--- src/rtl/div_loop_if.sv ---
// div_loop_if: request/result bundle for the div_loop sequential divider.
//   master: drives start, dividend, divisor; observes status and results
//   slave : the divider side
//   start       - one-cycle request
//   dividend    - unsigned numerator   (WIDTH_N)
//   divisor     - unsigned denominator (WIDTH_D)
//   busy        - iteration in progress
//   ready       - results valid
//   div_by_zero - captured divisor was zero (valid with ready)
//   quotient    - result (WIDTH_N)
//   remainder   - result (WIDTH_D)
interface div_loop_if #(
  parameter int WIDTH_N = 16,
  parameter int WIDTH_D = 8
);
  logic               start;
  logic [WIDTH_N-1:0] dividend;
  logic [WIDTH_D-1:0] divisor;
  logic               busy;
  logic               ready;
  logic               div_by_zero;
  logic [WIDTH_N-1:0] quotient;
  logic [WIDTH_D-1:0] remainder;

  modport master (
    output start, dividend, divisor,
    input  busy, ready, div_by_zero, quotient, remainder
  );

  modport slave (
    input  start, dividend, divisor,
    output busy, ready, div_by_zero, quotient, remainder
  );
endinterface

--- src/rtl/div_loop.sv ---
// div_loop: sequential unsigned restoring divider, one quotient bit per clock.
// A start in IDLE or DONE captures the operands; after WIDTH_N iterations the
// quotient and remainder are presented with ready held high until the next
// accepted start or reset.
// Ports:
//   clk   - clock, rising edge
//   reset - synchronous, active-high, overrides everything
//   bus   - div_loop_if.slave (start/operands in, busy/ready/results out)
//
// state | meaning
// IDLE  | waiting for start; also the one-cycle settle after a zero divisor
// CALC  | shift-subtract iterations, busy=1
// DONE  | results valid, ready=1; start accepted again here
module div_loop #(
  parameter int WIDTH_N = 16,
  parameter int WIDTH_D = 8
) (
  input logic       clk,
  input logic       reset,
  div_loop_if.slave bus
);

  localparam int CW = $clog2(WIDTH_N + 1);

  typedef enum logic [1:0] {
    IDLE = 2'd0,
    CALC = 2'd1,
    DONE = 2'd2
  } state_t;

  state_t state_q, state_d;

  logic [WIDTH_N-1:0] q_reg;
  logic [WIDTH_D-1:0] d_reg;
  logic [WIDTH_D-1:0] r_reg;
  logic [CW-1:0]      cnt;
  logic               zero_pend;
  logic [WIDTH_N-1:0] quot_q;
  logic [WIDTH_D-1:0] rem_q;
  logic               dbz_q;

  logic               accept;
  logic               last_iter;
  logic [WIDTH_D:0]   t_val;
  logic               t_ge;
  logic [WIDTH_D-1:0] r_next;
  logic [WIDTH_N-1:0] q_next;

  always_comb begin
    state_d   = state_q;
    accept    = bus.start && ((state_q == IDLE && !zero_pend) || state_q == DONE);
    last_iter = (cnt == CW'(1));
    t_val     = {r_reg, q_reg[WIDTH_N-1]};
    t_ge      = (t_val >= {1'b0, d_reg});
    // When T >= D the true difference is < D, so a WIDTH_D-bit subtract is exact.
    r_next    = t_ge ? (t_val[WIDTH_D-1:0] - d_reg) : t_val[WIDTH_D-1:0];
    q_next    = {q_reg[WIDTH_N-2:0], t_ge};

    case (state_q)
      IDLE: begin
        if (zero_pend)
          state_d = DONE;
        else if (accept)
          state_d = (bus.divisor == '0) ? IDLE : CALC;
      end
      CALC: begin
        if (last_iter)
          state_d = DONE;
      end
      DONE: begin
        // A zero divisor parks in IDLE for one cycle so ready drops between
        // results exactly as it does for a normal request.
        if (accept)
          state_d = (bus.divisor == '0) ? IDLE : CALC;
      end
      default: state_d = IDLE;
    endcase
  end

  always_ff @(posedge clk) begin
    if (reset)
      state_q <= IDLE;
    else
      state_q <= state_d;
  end

  always_ff @(posedge clk) begin
    if (reset) begin
      q_reg     <= '0;
      d_reg     <= '0;
      r_reg     <= '0;
      cnt       <= '0;
      zero_pend <= 1'b0;
      quot_q    <= '0;
      rem_q     <= '0;
      dbz_q     <= 1'b0;
    end else if (accept) begin
      q_reg     <= bus.dividend;
      d_reg     <= bus.divisor;
      r_reg     <= '0;
      cnt       <= CW'(WIDTH_N);
      zero_pend <= (bus.divisor == '0);
      dbz_q     <= (bus.divisor == '0);
    end else if (state_q == CALC) begin
      q_reg <= q_next;
      r_reg <= r_next;
      cnt   <= cnt - CW'(1);
      if (last_iter) begin
        quot_q <= q_next;
        rem_q  <= r_next;
      end
    end else if (state_q == IDLE && zero_pend) begin
      quot_q    <= '1;
      rem_q     <= q_reg[WIDTH_D-1:0];
      zero_pend <= 1'b0;
    end
  end

  assign bus.busy        = (state_q == CALC);
  assign bus.ready       = (state_q == DONE);
  assign bus.div_by_zero = dbz_q;
  assign bus.quotient    = quot_q;
  assign bus.remainder   = rem_q;

endmodule
--- src/flat_wrapper.sv ---
// flat-port wrapper written by rule: the top's interface ports become plain ports
module div_loop_flat 
#(
  parameter int WIDTH_N = 16,
  parameter int WIDTH_D = 8
)
  (clk, reset, bus_start, bus_dividend, bus_divisor, bus_busy, bus_ready, bus_div_by_zero, bus_quotient, bus_remainder);
  div_loop_if #(.WIDTH_N(WIDTH_N), .WIDTH_D(WIDTH_D)) bus_i ();
  input logic clk;
  input logic reset;
  input wire logic [$bits(bus_i.start)-1:0] bus_start;
  input wire logic [$bits(bus_i.dividend)-1:0] bus_dividend;
  input wire logic [$bits(bus_i.divisor)-1:0] bus_divisor;
  output wire logic [$bits(bus_i.busy)-1:0] bus_busy;
  output wire logic [$bits(bus_i.ready)-1:0] bus_ready;
  output wire logic [$bits(bus_i.div_by_zero)-1:0] bus_div_by_zero;
  output wire logic [$bits(bus_i.quotient)-1:0] bus_quotient;
  output wire logic [$bits(bus_i.remainder)-1:0] bus_remainder;
  assign bus_i.start = bus_start;
  assign bus_i.dividend = bus_dividend;
  assign bus_i.divisor = bus_divisor;
  assign bus_busy = bus_i.busy;
  assign bus_ready = bus_i.ready;
  assign bus_div_by_zero = bus_i.div_by_zero;
  assign bus_quotient = bus_i.quotient;
  assign bus_remainder = bus_i.remainder;
  div_loop #(.WIDTH_N(WIDTH_N), .WIDTH_D(WIDTH_D)) u_core (.clk(clk), .reset(reset), .bus(bus_i));
endmodule
--- config.mk ---
export PLATFORM = sky130hd
export DESIGN_NAME = div_loop_flat
export DESIGN_NICKNAME = d
export VERILOG_FILES = /design/src/rtl/div_loop_if.sv /design/src/rtl/div_loop.sv /design/src/flat_wrapper.sv
export SDC_FILE = /design/constraint.sdc
export NUM_CORES = 1
export LEC_CHECK = 0
export BUFFER_PORTS_ARGS = -buffer_cell sky130_fd_sc_hd__buf_2
export CAP_MARGIN = 5
export CORE_MARGIN = 3
export CORE_UTILIZATION = 60
export CTS_CLUSTER_SIZE = 30
export DETAILED_ROUTE_END_ITERATION = 6
export PLACE_DENSITY_LB_ADDON = 0.25
export SLEW_MARGIN = 20
export SYNTH_ARGS = -nofsm -noshare
export SYNTH_HDL_FRONTEND = slang
export SYNTH_SLANG_ARGS = --single-unit
export TNS_END_PERCENT = 5
--- constraint.sdc ---
create_clock -name clk -period 3.5 [get_ports clk]
set_input_delay 0.35 -clock clk [delete_from_list [all_inputs] [get_ports clk]]
set_output_delay 0.35 -clock clk [all_outputs]
set_load 0.02 [all_outputs]
==> results.sh, run 1 <==
export IMPL_status="complete, no violations"
export IMPL_antenna_found_initial=0
export IMPL_cap_violations=0
export IMPL_grt_max_degree=35
export IMPL_power_density_nw_per_um2=622
export IMPL_clock_latency_ns=0.35
export IMPL_die_height_um=78.5
export IMPL_period_needed_ns=2.43
export IMPL_slew_headroom_pct=42.2
export IMPL_vias=2992
export IMPL_cts_setup_buffers=0
export IMPL_rows=25
export IMPL_synth_cells=389
export IMPL_ant_nets=0
export IMPL_ys_seq_area_share_pct=41.3
export IMPL_hold_viol=0
export IMPL_syn_area_um2=3150
export IMPL_drive_above_1_share_pct=19.5
export IMPL_synth_top_family_by_area="simple AND/OR/NAND/NOR gates"
export IMPL_synth_area_leaders="dfxtp_1 41%, nand2_1 6.0%, nor3_1 5.9%, a21oi_1 5.4%, nor2_1 4.5%"
export IMPL_root_buffer="clkbuf_8"
export IMPL_synth_avg_cell_area_um2=8.10
export IMPL_place_port_buffers=53
export IMPL_cts_tree="done"
export IMPL_synthArstFlopShare_pct=0
export IMPL_synth_fa_ha_area_share_pct=4.61
export IMPL_avgViaCountPerCell=5.90
export IMPL_first_global_vias=2846
export IMPL_initial_core_util_pct=64.2
export IMPL_min_path_cells=3
export IMPL_htree_levels=3
export IMPL_ys_seq_elements=65
export IMPL_max_freq_mhz=411
export IMPL_cts_sinks=65
export IMPL_power_uw=2300
export IMPL_area_growth_pct=17.3
export IMPL_synth_simple_area_share_pct=24.3
export IMPL_setup_viol=0
export IMPL_ys_warn_count=0
export IMPL_setup_tns_ns=0
export IMPL_tightest_slew_ns=0.865
export IMPL_yosys_cell_types_count=49
export IMPL_design_core_area_um2=4910
export IMPL_switching_share_pct=32.4
export IMPL_p_switching_uw=744
export IMPL_irDropWorstVdd_uv=384
export IMPL_drt_pass1_iterations=5
export IMPL_holdBufCountCts=0
export IMPL_synth_xor_area_share_pct=1.95
export IMPL_diodes=0
export IMPL_cp_start_kind="flop"
export IMPL_synth_compound_area_share_pct=20.0
export IMPL_rsz0062_at_grt="false"
export IMPL_cp_arrival_ns=2.72
export IMPL_die_area_um2=6160
export IMPL_final_fill_count=384
export IMPL_reg2reg_depth=7
export IMPL_dp_hpwl_mm=5.34
export IMPL_path_class="reg -> reg"
export IMPL_routabilityCongestion=0.793
export IMPL_ctsResizeCount=0
export IMPL_internal_power_uw=1550
export IMPL_slew_violations=0
export IMPL_pwr_share_clk_pct=34.6
export IMPL_min_period_over_period_pct=69.5
export IMPL_finClkSkew_ns=0.0113
export IMPL_synth_edf_count=0
export IMPL_critPathRequiredTime_ns=3.79
export IMPL_routedWlPerCell_um=15.3
export IMPL_drcViolationCount=0
export IMPL_synth_top_cell_area_share_pct=41.3
export IMPL_layout_area_seq_um2=1300
export IMPL_first_iter_violations=237
export IMPL_grt_use_total_pct=27.0
export IMPL_io_pins=54
export IMPL_cts_buffers=9
export IMPL_crit_path_end_kind="flop"
export IMPL_wirelength_mm=7.76
export IMPL_yosysTopAreaCell="dfxtp_1"
export IMPL_grt_pass1_wl_mm=13.2
export IMPL_combPwrFrac_pct=27.4
export IMPL_die_w_um=78.5
export IMPL_nets=473
export IMPL_clk_pin_slew_ns=0.07
export IMPL_clockBufferDepth=2
export IMPL_p_leak_uw=0.00155
export IMPL_synth_net_count=427
export IMPL_overflow=0
export IMPL_path_max_fanout=21
export IMPL_hold_path_class="in -> reg"
export IMPL_seqPwrFrac_pct=38.0
export IMPL_synthFlopType="dfxtp_1"
export IMPL_multi_input_area_um2=1680
export IMPL_synthMuxAreaShare_pct=2.54
-- cell usage after synthesis (2+ instances only) --
cell type  instances
dfxtp_1           65
nand2_1           50
nor2_1            38
nor3_1            37
a21oi_1           34
inv_1             17
clkbuf_1          16
o21ai_0           15
ha_1              10
a22oi_1            9
mux2i_1            8
buf_2              7
nand3_1            7
a311oi_1           6
nand2b_1           6
a31oi_1            5
o211ai_1           5
xnor2_1            5
a211oi_1           4
and2_1             3
nor2b_1            3
nor3b_1            3
nor4_1             3
o32ai_1            3
or3_1              3
nand3b_1           2
o22ai_1            2
xor2_1             2
-- worst max-delay path, cell delays in order, from the launching register on --
cell and delay, ns:
dfxtp_1 0.40, ha_1 0.16, nor4b_2 0.40, and2_1 0.77
buf_4 0.30, o21a_1 0.16, nand4b_1 0.10, nand3_1 0.09
-- cell type report --
cell class	instances	area share, %
Sequential cell	65	35.2
Tap cell	67	2.27
Clock inverter	6	3.11
Inverter	18	1.83
Timing Repair Buffer	59	8.40
Clock buffer	10	3.72
Multi-Input combinational cell	282	45.5
-- path summary, 6_finish.rpt --
check	start	end	slack, ns
max	u_core.cnt[0]	u_core.bus.remainder[5]	1.07
max reg2reg	u_core.cnt[0]	u_core.bus.remainder[5]	1.07
min reg2reg	u_core.d_reg[3]	u_core.d_reg[3]	0.46
min	bus_divisor[4]	u_core.d_reg[4]	0.26
-- kinds of logic (layout without fill, tap and decap cells) --
logic type,count (synthesis),in the layout
XOR/XNOR,7,7
AND/OR/NAND/NOR,162,162
adder cells (fa/ha/maj),11,11
flip-flops,65,65
multiplexers,8,8
buffers and inverters,42,93
AO/OA/AOI/OAI,94,94
-- through the flow --
stage               setup slack [ns]  instance area, µm²  hold slack [ns]  instances  utilization (%)
global placement                1.29                3440            0.445        491             70.1
CTS                             1.10                3700            0.244        507             75.3
floorplan                       1.52                3150            0.436        389                -
detailed placement              1.11                3440            0.450        491             70.1
global route                   0.842                3700            0.261        507             75.3
finish                          1.07                3700            0.256        507             75.3
-- metal layers --
metal | routed length, µm | global-route usage [%]
met1 | 3380 | 34.9
met2 | 3810 | 43.7
met3 | 425 | 6.42
met4 | 147 | 10.1
met5 | 0 | 0
-- power groups by stage --
| stage | clock, µW | combinational [µW] | sequential (µW) |
|---|---|---|---|
| CTS | 798 | 626 | 871 |
| finish | 796 | 629 | 873 |
| detailed placement | 0 | 619 | 887 |
| global placement | 0 | 606 | 885 |
| global route | 833 | 701 | 880 |
| floorplan | 0 | 454 | 900 |
-- placed cells by master (no fill, tap or decap), types with 4 or more instances in the layout --
cell / n
o211ai_1: 5
dfxtp_1: 65
nand2b_1: 6
nand3_1: 7
mux2i_1: 8
o21ai_0: 15
a311oi_1: 6
a22oi_1: 9
a21oi_1: 34
buf_2: 53
inv_1: 17
nor2_1: 38
nand2_1: 50
nor3_1: 37
clkbuf_8: 10
a31oi_1: 5
ha_1: 10
buf_4: 6
xnor2_1: 5
a211oi_1: 4
Power figures use the tool's default switching activity.
==> run 2: changes to the inputs <==
--- a/config.mk
+++ b/config.mk
@@ -5,10 +5,11 @@
 export SDC_FILE = /design/constraint.sdc
 export NUM_CORES = 1
 export LEC_CHECK = 0
+export ABC_AREA = 1
 export BUFFER_PORTS_ARGS = -buffer_cell sky130_fd_sc_hd__buf_2
 export CAP_MARGIN = 5
 export CORE_MARGIN = 3
-export CORE_UTILIZATION = 60
+export CORE_UTILIZATION = 50
 export CTS_CLUSTER_SIZE = 30
 export DETAILED_ROUTE_END_ITERATION = 6
 export PLACE_DENSITY_LB_ADDON = 0.25
==> constraint.sdc (replaced) <==
create_clock -name clk -period 2.2 [get_ports clk]
set_input_delay 0.22 -clock clk [delete_from_list [all_inputs] [get_ports clk]]
set_output_delay 0.22 -clock clk [all_outputs]
set_load 0.02 [all_outputs]
==> run 2 against run 1 <==
  * First-iteration DRC count decreased by 37%
  * Utilization decreased by 14 points
  * Synthesized cell count increased by 6.4%
  * Critical path type unchanged
  * Area after synthesis increased by 0.71%
  * Global-route usage decreased by 4.9 points
  * Power increased by 51%
  * Sequential power increased by 56%
  * Combinational power increased by 65%
  * Worst setup slack got worse by 0.71 ns
==> results.sh, run 2 <==
export IMPL_status="complete, no violations"
export IMPL_met2RoutedLength_mm=3.60
export IMPL_final_fill_count=540
export IMPL_drive_above_1_share_pct=21.9
export IMPL_io_pins=54
export IMPL_die_area_um2=7340
export IMPL_crit_buf_inv=1
export IMPL_root_buffer="clkbuf_8"
export IMPL_slew_violations=0
export IMPL_path_max_fanout=3
export IMPL_period_needed_ns=1.85
export IMPL_vias=2946
export IMPL_critPathRequiredTime_ns=2.42
export IMPL_synthArstFlopShare_pct=0
export IMPL_initial_core_util_pct=52.7
export IMPL_grt_pass1_wl_mm=12.8
export IMPL_nets=504
export IMPL_synth_edf_count=0
export IMPL_slew_headroom_pct=74.1
export IMPL_irDropWorstVdd_uv=525
export IMPL_min_path_cells=3
export IMPL_multi_input_area_um2=1540
export IMPL_yosys_cell_types_count=38
export IMPL_synth_top_cell_area_share_pct=41.0
export IMPL_cp_arrival_ns=2.07
export IMPL_power_density_nw_per_um2=949
export IMPL_rsz0062_at_grt="false"
export IMPL_hold_path_class="in -> reg"
export IMPL_ys_seq_area_share_pct=41.0
export IMPL_finClkSkew_ns=0.00853
export IMPL_tightest_slew_ns=0.387
export IMPL_synthFlopType="dfxtp_1"
export IMPL_setup_tns_ns=0
export IMPL_clockBufferDepth=2
export IMPL_grt_use_total_pct=22.1
export IMPL_reg2reg_depth=11
export IMPL_drt_pass1_iterations=4
export IMPL_cts_sinks=65
export IMPL_ys_seq_elements=65
export IMPL_p_leak_uw=0.00168
export IMPL_crit_path_end_kind="flop"
export IMPL_final_common_cell="nand2_1"
export IMPL_min_period_over_period_pct=83.9
export IMPL_syn_area_um2=3170
export IMPL_avgViaCountPerCell=5.40
export IMPL_die_height_um=85.7
export IMPL_wirelength_mm=7.65
export IMPL_overflow=0
export IMPL_first_iter_violations=150
export IMPL_synth_area_leaders="dfxtp_1 41%, nand2_1 9.5%, a21oi_1 8.2%, inv_1 5.8%, ha_1 3.9%"
export IMPL_first_global_vias=2814
export IMPL_ys_warn_count=0
export IMPL_dp_hpwl_mm=5.54
export IMPL_synth_cells=414
export IMPL_cts_buffers=9
export IMPL_clk_pin_slew_ns=0.08
export IMPL_diodes=0
export IMPL_cts_tree="done"
export IMPL_maxUsedRoutingLayer="met4"
export IMPL_routedWlPerCell_um=14.0
export IMPL_routabilityCongestion=0.860
export IMPL_ctsResizeCount=0
export IMPL_grt_max_degree=28
export IMPL_wl_met3_um=497
export IMPL_clock_latency_ns=0.34
export IMPL_holdBufCountCts=0
export IMPL_area_growth_pct=15.4
export IMPL_ant_nets=0
export IMPL_cp_start_kind="flop"
export IMPL_antenna_found_initial=0
export IMPL_yosysMostFrequentCell="nand2_1"
export IMPL_synth_common_cells="80 x nand2_1, 65 x dfxtp_1, 52 x a21oi_1"
export IMPL_final_cell_mix="80 x nand2_1, 65 x dfxtp_1, 53 x buf_2"
export IMPL_yosysTopAreaCell="dfxtp_1"
export IMPL_cp_slowest_cell="fa_1"
export IMPL_path_class="reg -> reg"
export IMPL_drcViolationCount=0
export IMPL_cap_violations=0
export IMPL_holdWs_ns=0.111
export IMPL_hold_viol=0
export IMPL_layout_area_seq_um2=1300
export IMPL_synth_avg_cell_area_um2=7.67
export IMPL_setup_viol=0
export IMPL_max_freq_mhz=542
export IMPL_cpPeakStageDelay_ns=0.42
export IMPL_path_delay_family="adder cells"
export IMPL_synth_net_count=452
export IMPL_rows=28
export IMPL_place_port_buffers=53
export IMPL_die_w_um=85.7
export IMPL_cts_setup_buffers=0
export IMPL_path_common_cell="nand2_1"
export IMPL_crit_cells=11
export IMPL_met1Wirelength_mm=3.46
export IMPL_path_cells="inv_1, ha_1, fa_1, nor2_1, nand2_1, nand3_1, nand2_1, nand2_1, nand2_1, nand3_1, a21oi_1"
export IMPL_htree_levels=3
export IMPL_design_core_area_um2=6030
==> run 2: changes by cell type after synthesis, sizes merged, moves of 8 or more <==
| cell | before | now |
|---|---|---|
| nor2 | 39 | 30 |
| a21oi | 34 | 52 |
| nand2 | 50 | 89 |
| mux2i | 8 | 0 |
| a22oi | 9 | 0 |
| nand3 | 7 | 22 |
| clkbuf | 16 | 5 |
| nor3 | 37 | 4 |
| inv | 18 | 54 |
| o21ai | 16 | 34 |
==> run 2: cell type report <==
type | count | share of cell area [%]
tap | 75 | 2.56
inverter | 55 | 5.84
multi-input combinational | 277 | 42.0
timing repair buffer | 58 | 8.27
clock inverter | 5 | 1.71
clock buffer | 11 | 4.13
sequential | 65 | 35.5
==> run 2: logic make-up after synthesis <==
group,Yosys count,share of synthesized area [%]
AO/OA/AOI/OAI,105,19.1
XOR/XNOR,4,1.10
adder cells (fa/ha/maj),11,4.57
buffers and inverters,72,10.6
flip-flops,65,41.0
AND/OR/NAND/NOR,157,23.7
==> run 2: power by group <==
| group | leakage (µW) | internal [µW] | switching [µW] | total (µW) |
|---|---|---|---|---|
| clock | 0.000102 | 591 | 481 | 1070 |
| combinational | 0.00104 | 363 | 682 | 1040 |
| sequential | 0.000533 | 1290 | 74.1 | 1360 |
==> run 2: final timing paths <==
check / from / end / slack (ns)
worst max register to register: u_core.q_reg[15] / u_core.r_reg[6] / 0.35
worst max-delay path: u_core.q_reg[15] / u_core.r_reg[6] / 0.35
worst min-delay path: bus_dividend[10] / u_core.q_reg[10] / 0.11
worst min register to register: u_core.bus.div_by_zero / u_core.bus.div_by_zero / 0.47
==> run 2: worst reg2reg max path: stages, from the launching register on <==
cell and delay [ns]:
dfxtp_1 0.31, inv_1 0.08, ha_1 0.21, fa_1 0.42, nor2_1 0.16, nand2_1 0.08, nand3_1 0.07, nand2_1 0.05
nand2_1 0.07, nand2_1 0.06, nand3_1 0.13, a21oi_1 0.08
==> run 2: through the flow <==
step                      worst slack (ns)  std cells  total power [µW]  instance area, µm²  util (%)
after floorplan                      0.629        414              2190                3170         -
after global routing                 0.222        546              3690                3660      60.8
final                                0.353        546              3480                3660      60.8
after global placement               0.403        530              2400                3450      57.2
after CTS                            0.366        546              3490                3660      60.8
after detailed placement             0.389        530              2420                3450      57.2
==> run 2: routing by layer <==
metal / vias to the layer above / track usage [%]
li1: 1470 / -
met1: 1376 / 29.0
met2: 93 / 35.9
met3: 7 / 4.51
met4: 0 / 8.06
met5: - / 0
==> run 3: changes to the inputs <==
--- a/config.mk
+++ b/config.mk
@@ -9,7 +9,7 @@
 export BUFFER_PORTS_ARGS = -buffer_cell sky130_fd_sc_hd__buf_2
 export CAP_MARGIN = 5
 export CORE_MARGIN = 3
-export CORE_UTILIZATION = 50
+export CORE_UTILIZATION = 56
 export CTS_CLUSTER_SIZE = 30
 export DETAILED_ROUTE_END_ITERATION = 6
 export PLACE_DENSITY_LB_ADDON = 0.25
==> constraint.sdc (replaced) <==
create_clock -name clk -period 1.9 [get_ports clk]
set_input_delay 0.19 -clock clk [delete_from_list [all_inputs] [get_ports clk]]
set_output_delay 0.19 -clock clk [all_outputs]
set_load 0.02 [all_outputs]
==> run 3 against run 2 <==
  * Cell count fell by 0.73%
  * Routed wire length fell by 0.39%
  * Worst setup slack got worse by 0.26 ns
  * Highest routed layer unchanged
  * Critical endpoint unchanged
  * Sequential power rose by 16%
  * Utilization rose by 9.3 points
==> results.sh, run 3 (same netlist as run 2, synthesis figures left out) <==
export IMPL_status="complete, no violations"
export IMPL_cts_sinks=65
export IMPL_die_w_um=81.3
export IMPL_rsz0062_at_grt="false"
export IMPL_grt_pass1_wl_mm=12.4
export IMPL_setup_viol=0
export IMPL_drcViolationCount=0
export IMPL_grt_use_total_pct=24.6
export IMPL_period_needed_ns=1.81
export IMPL_place_ws_ns=0.115
export IMPL_hold_path_class="in -> reg"
export IMPL_clk_pin_slew_ns=0.08
export IMPL_clock_latency_ns=0.35
export IMPL_ant_nets=0
export IMPL_cts_buffers=9
export IMPL_diodes=0
export IMPL_initial_core_util_pct=59.9
export IMPL_path_class="reg -> reg"
export IMPL_area_growth_pct=17.1
export IMPL_slew_headroom_pct=73.4
export IMPL_setup_ws_ns=0.0945
export IMPL_final_fill_count=430
export IMPL_multi_input_area_um2=1560
export IMPL_overflow=0
export IMPL_design_core_area_um2=5300
export IMPL_clockBufferDepth=2
export IMPL_layout_area_seq_um2=1300
export IMPL_final_common_cell="nand2_1"
export IMPL_nets=505
export IMPL_cap_violations=0
export IMPL_power_density_nw_per_um2=1150
export IMPL_dp_hpwl_mm=5.34
export IMPL_die_area_um2=6610
export IMPL_wirelength_mm=7.62
export IMPL_max_freq_mhz=554
export IMPL_vias=2968
export IMPL_setup_tns_ns=0
export IMPL_routabilityCongestion=0.891
export IMPL_die_height_um=81.3
export IMPL_routedWlPerCell_um=14.1
export IMPL_tightest_slew_ns=0.398
export IMPL_hold_viol=0
export IMPL_finClkSkew_ns=0.00789
export IMPL_avgViaCountPerCell=5.48
export IMPL_final_cell_mix="79 x nand2_1, 65 x dfxtp_1, 53 x buf_2"
export IMPL_path_max_fanout=3
export IMPL_root_buffer="clkbuf_8"
export IMPL_irDropWorstVdd_uv=556
export IMPL_min_period_over_period_pct=95.0
export IMPL_crit_path_end_kind="flop"
export IMPL_slew_violations=0
export IMPL_critPathRequiredTime_ns=2.12
export IMPL_first_global_vias=2793
export IMPL_place_port_buffers=53
export IMPL_grt_max_degree=28
export IMPL_drt_pass1_iterations=6
export IMPL_drive_above_1_share_pct=22.9
export IMPL_first_iter_violations=228
export IMPL_cp_start_kind="flop"
export IMPL_io_pins=54
export IMPL_htree_levels=3
export IMPL_rows=26
export IMPL_p_leak_uw=0.00170
export IMPL_antenna_found_initial=0
export IMPL_cts_tree="done"
export IMPL_cp_arrival_ns=2.02
run 3: area by class of cell:
type | count | share of cell area, %
Multi-Input combinational cell | 277 | 42.0
Sequential cell | 65 | 35.0
Timing Repair Buffer | 59 | 8.35
Inverter | 55 | 5.76
Clock buffer | 10 | 3.43
Clock inverter | 6 | 3.10
Tap cell | 70 | 2.36
run 3: metal layers:
layer	part of all wire (%)	global-route usage, %	vias up
li1	-	-	1470
met1	45	31.6	1371
met2	47	38.8	110
met3	5.8	5.54	17
met4	2.2	11.8	0
met5	0	0	-
run 3: final timing paths:
| kind | start | endpoint | slack, ns | depth (start not counted) |
|---|---|---|---|---|
| worst max-delay path | u_core.q_reg[15] | u_core.r_reg[6] | 0.09 | 11 |
| worst min-delay path | bus_dividend[9] | u_core.q_reg[9] | 0.08 | 3 |
| worst max register to register | u_core.q_reg[15] | u_core.r_reg[6] | 0.09 | 11 |
| worst min register to register | u_core.bus.div_by_zero | u_core.bus.div_by_zero | 0.47 | 2 |
run 3: power by group:
part | leakage (µW) | internal, µW | total, µW | switching (µW)
Combinational | 0.00105 | 444 | 1250 | 801
Sequential | 0.000533 | 1490 | 1580 | 88.5
Clock | 0.000117 | 879 | 1440 | 563
Total | 0.00170 | 2810 | 4270 | 1450
run 3: per-stage QoR:
| stage | area, µm² | cells | power, µW | util (%) | hold WS [ns] |
|---|---|---|---|---|---|
| 2_1_floorplan | 3170 | 414 | 2530 | - | 0.325 |
| 5_1_grt | 3720 | 542 | 4500 | 70.1 | 0.102 |
| 4_1_cts | 3690 | 541 | 4220 | 69.5 | 0.0739 |
| 6_report | 3720 | 542 | 4270 | 70.1 | 0.0767 |
| 3_5_place_dp | 3440 | 525 | 2790 | 64.9 | 0.438 |
| 3_3_place_gp | 3440 | 525 | 2770 | 64.9 | 0.430 |
run 3: what timing repair did:
| item | 4_1_cts | 5_1_grt |
|---|---|---|
| setup endpoints to repair | 0 | 10 |
| hold buffers | 0 | 0 |
| setup buffers | 0 | 1 |
| resized for setup | 0 | 5 |
run 3: worst max-delay path, stage by stage (launching register included):
cell     delay, ns
dfxtp_1       0.31
inv_1         0.07
ha_1          0.21
fa_1          0.43
nor2_2        0.15
nand2_1       0.08
nand3_1       0.07
nand2_1       0.05
nand2_1       0.06
nand2_1       0.05
nand3_1       0.12
a21oi_1       0.08
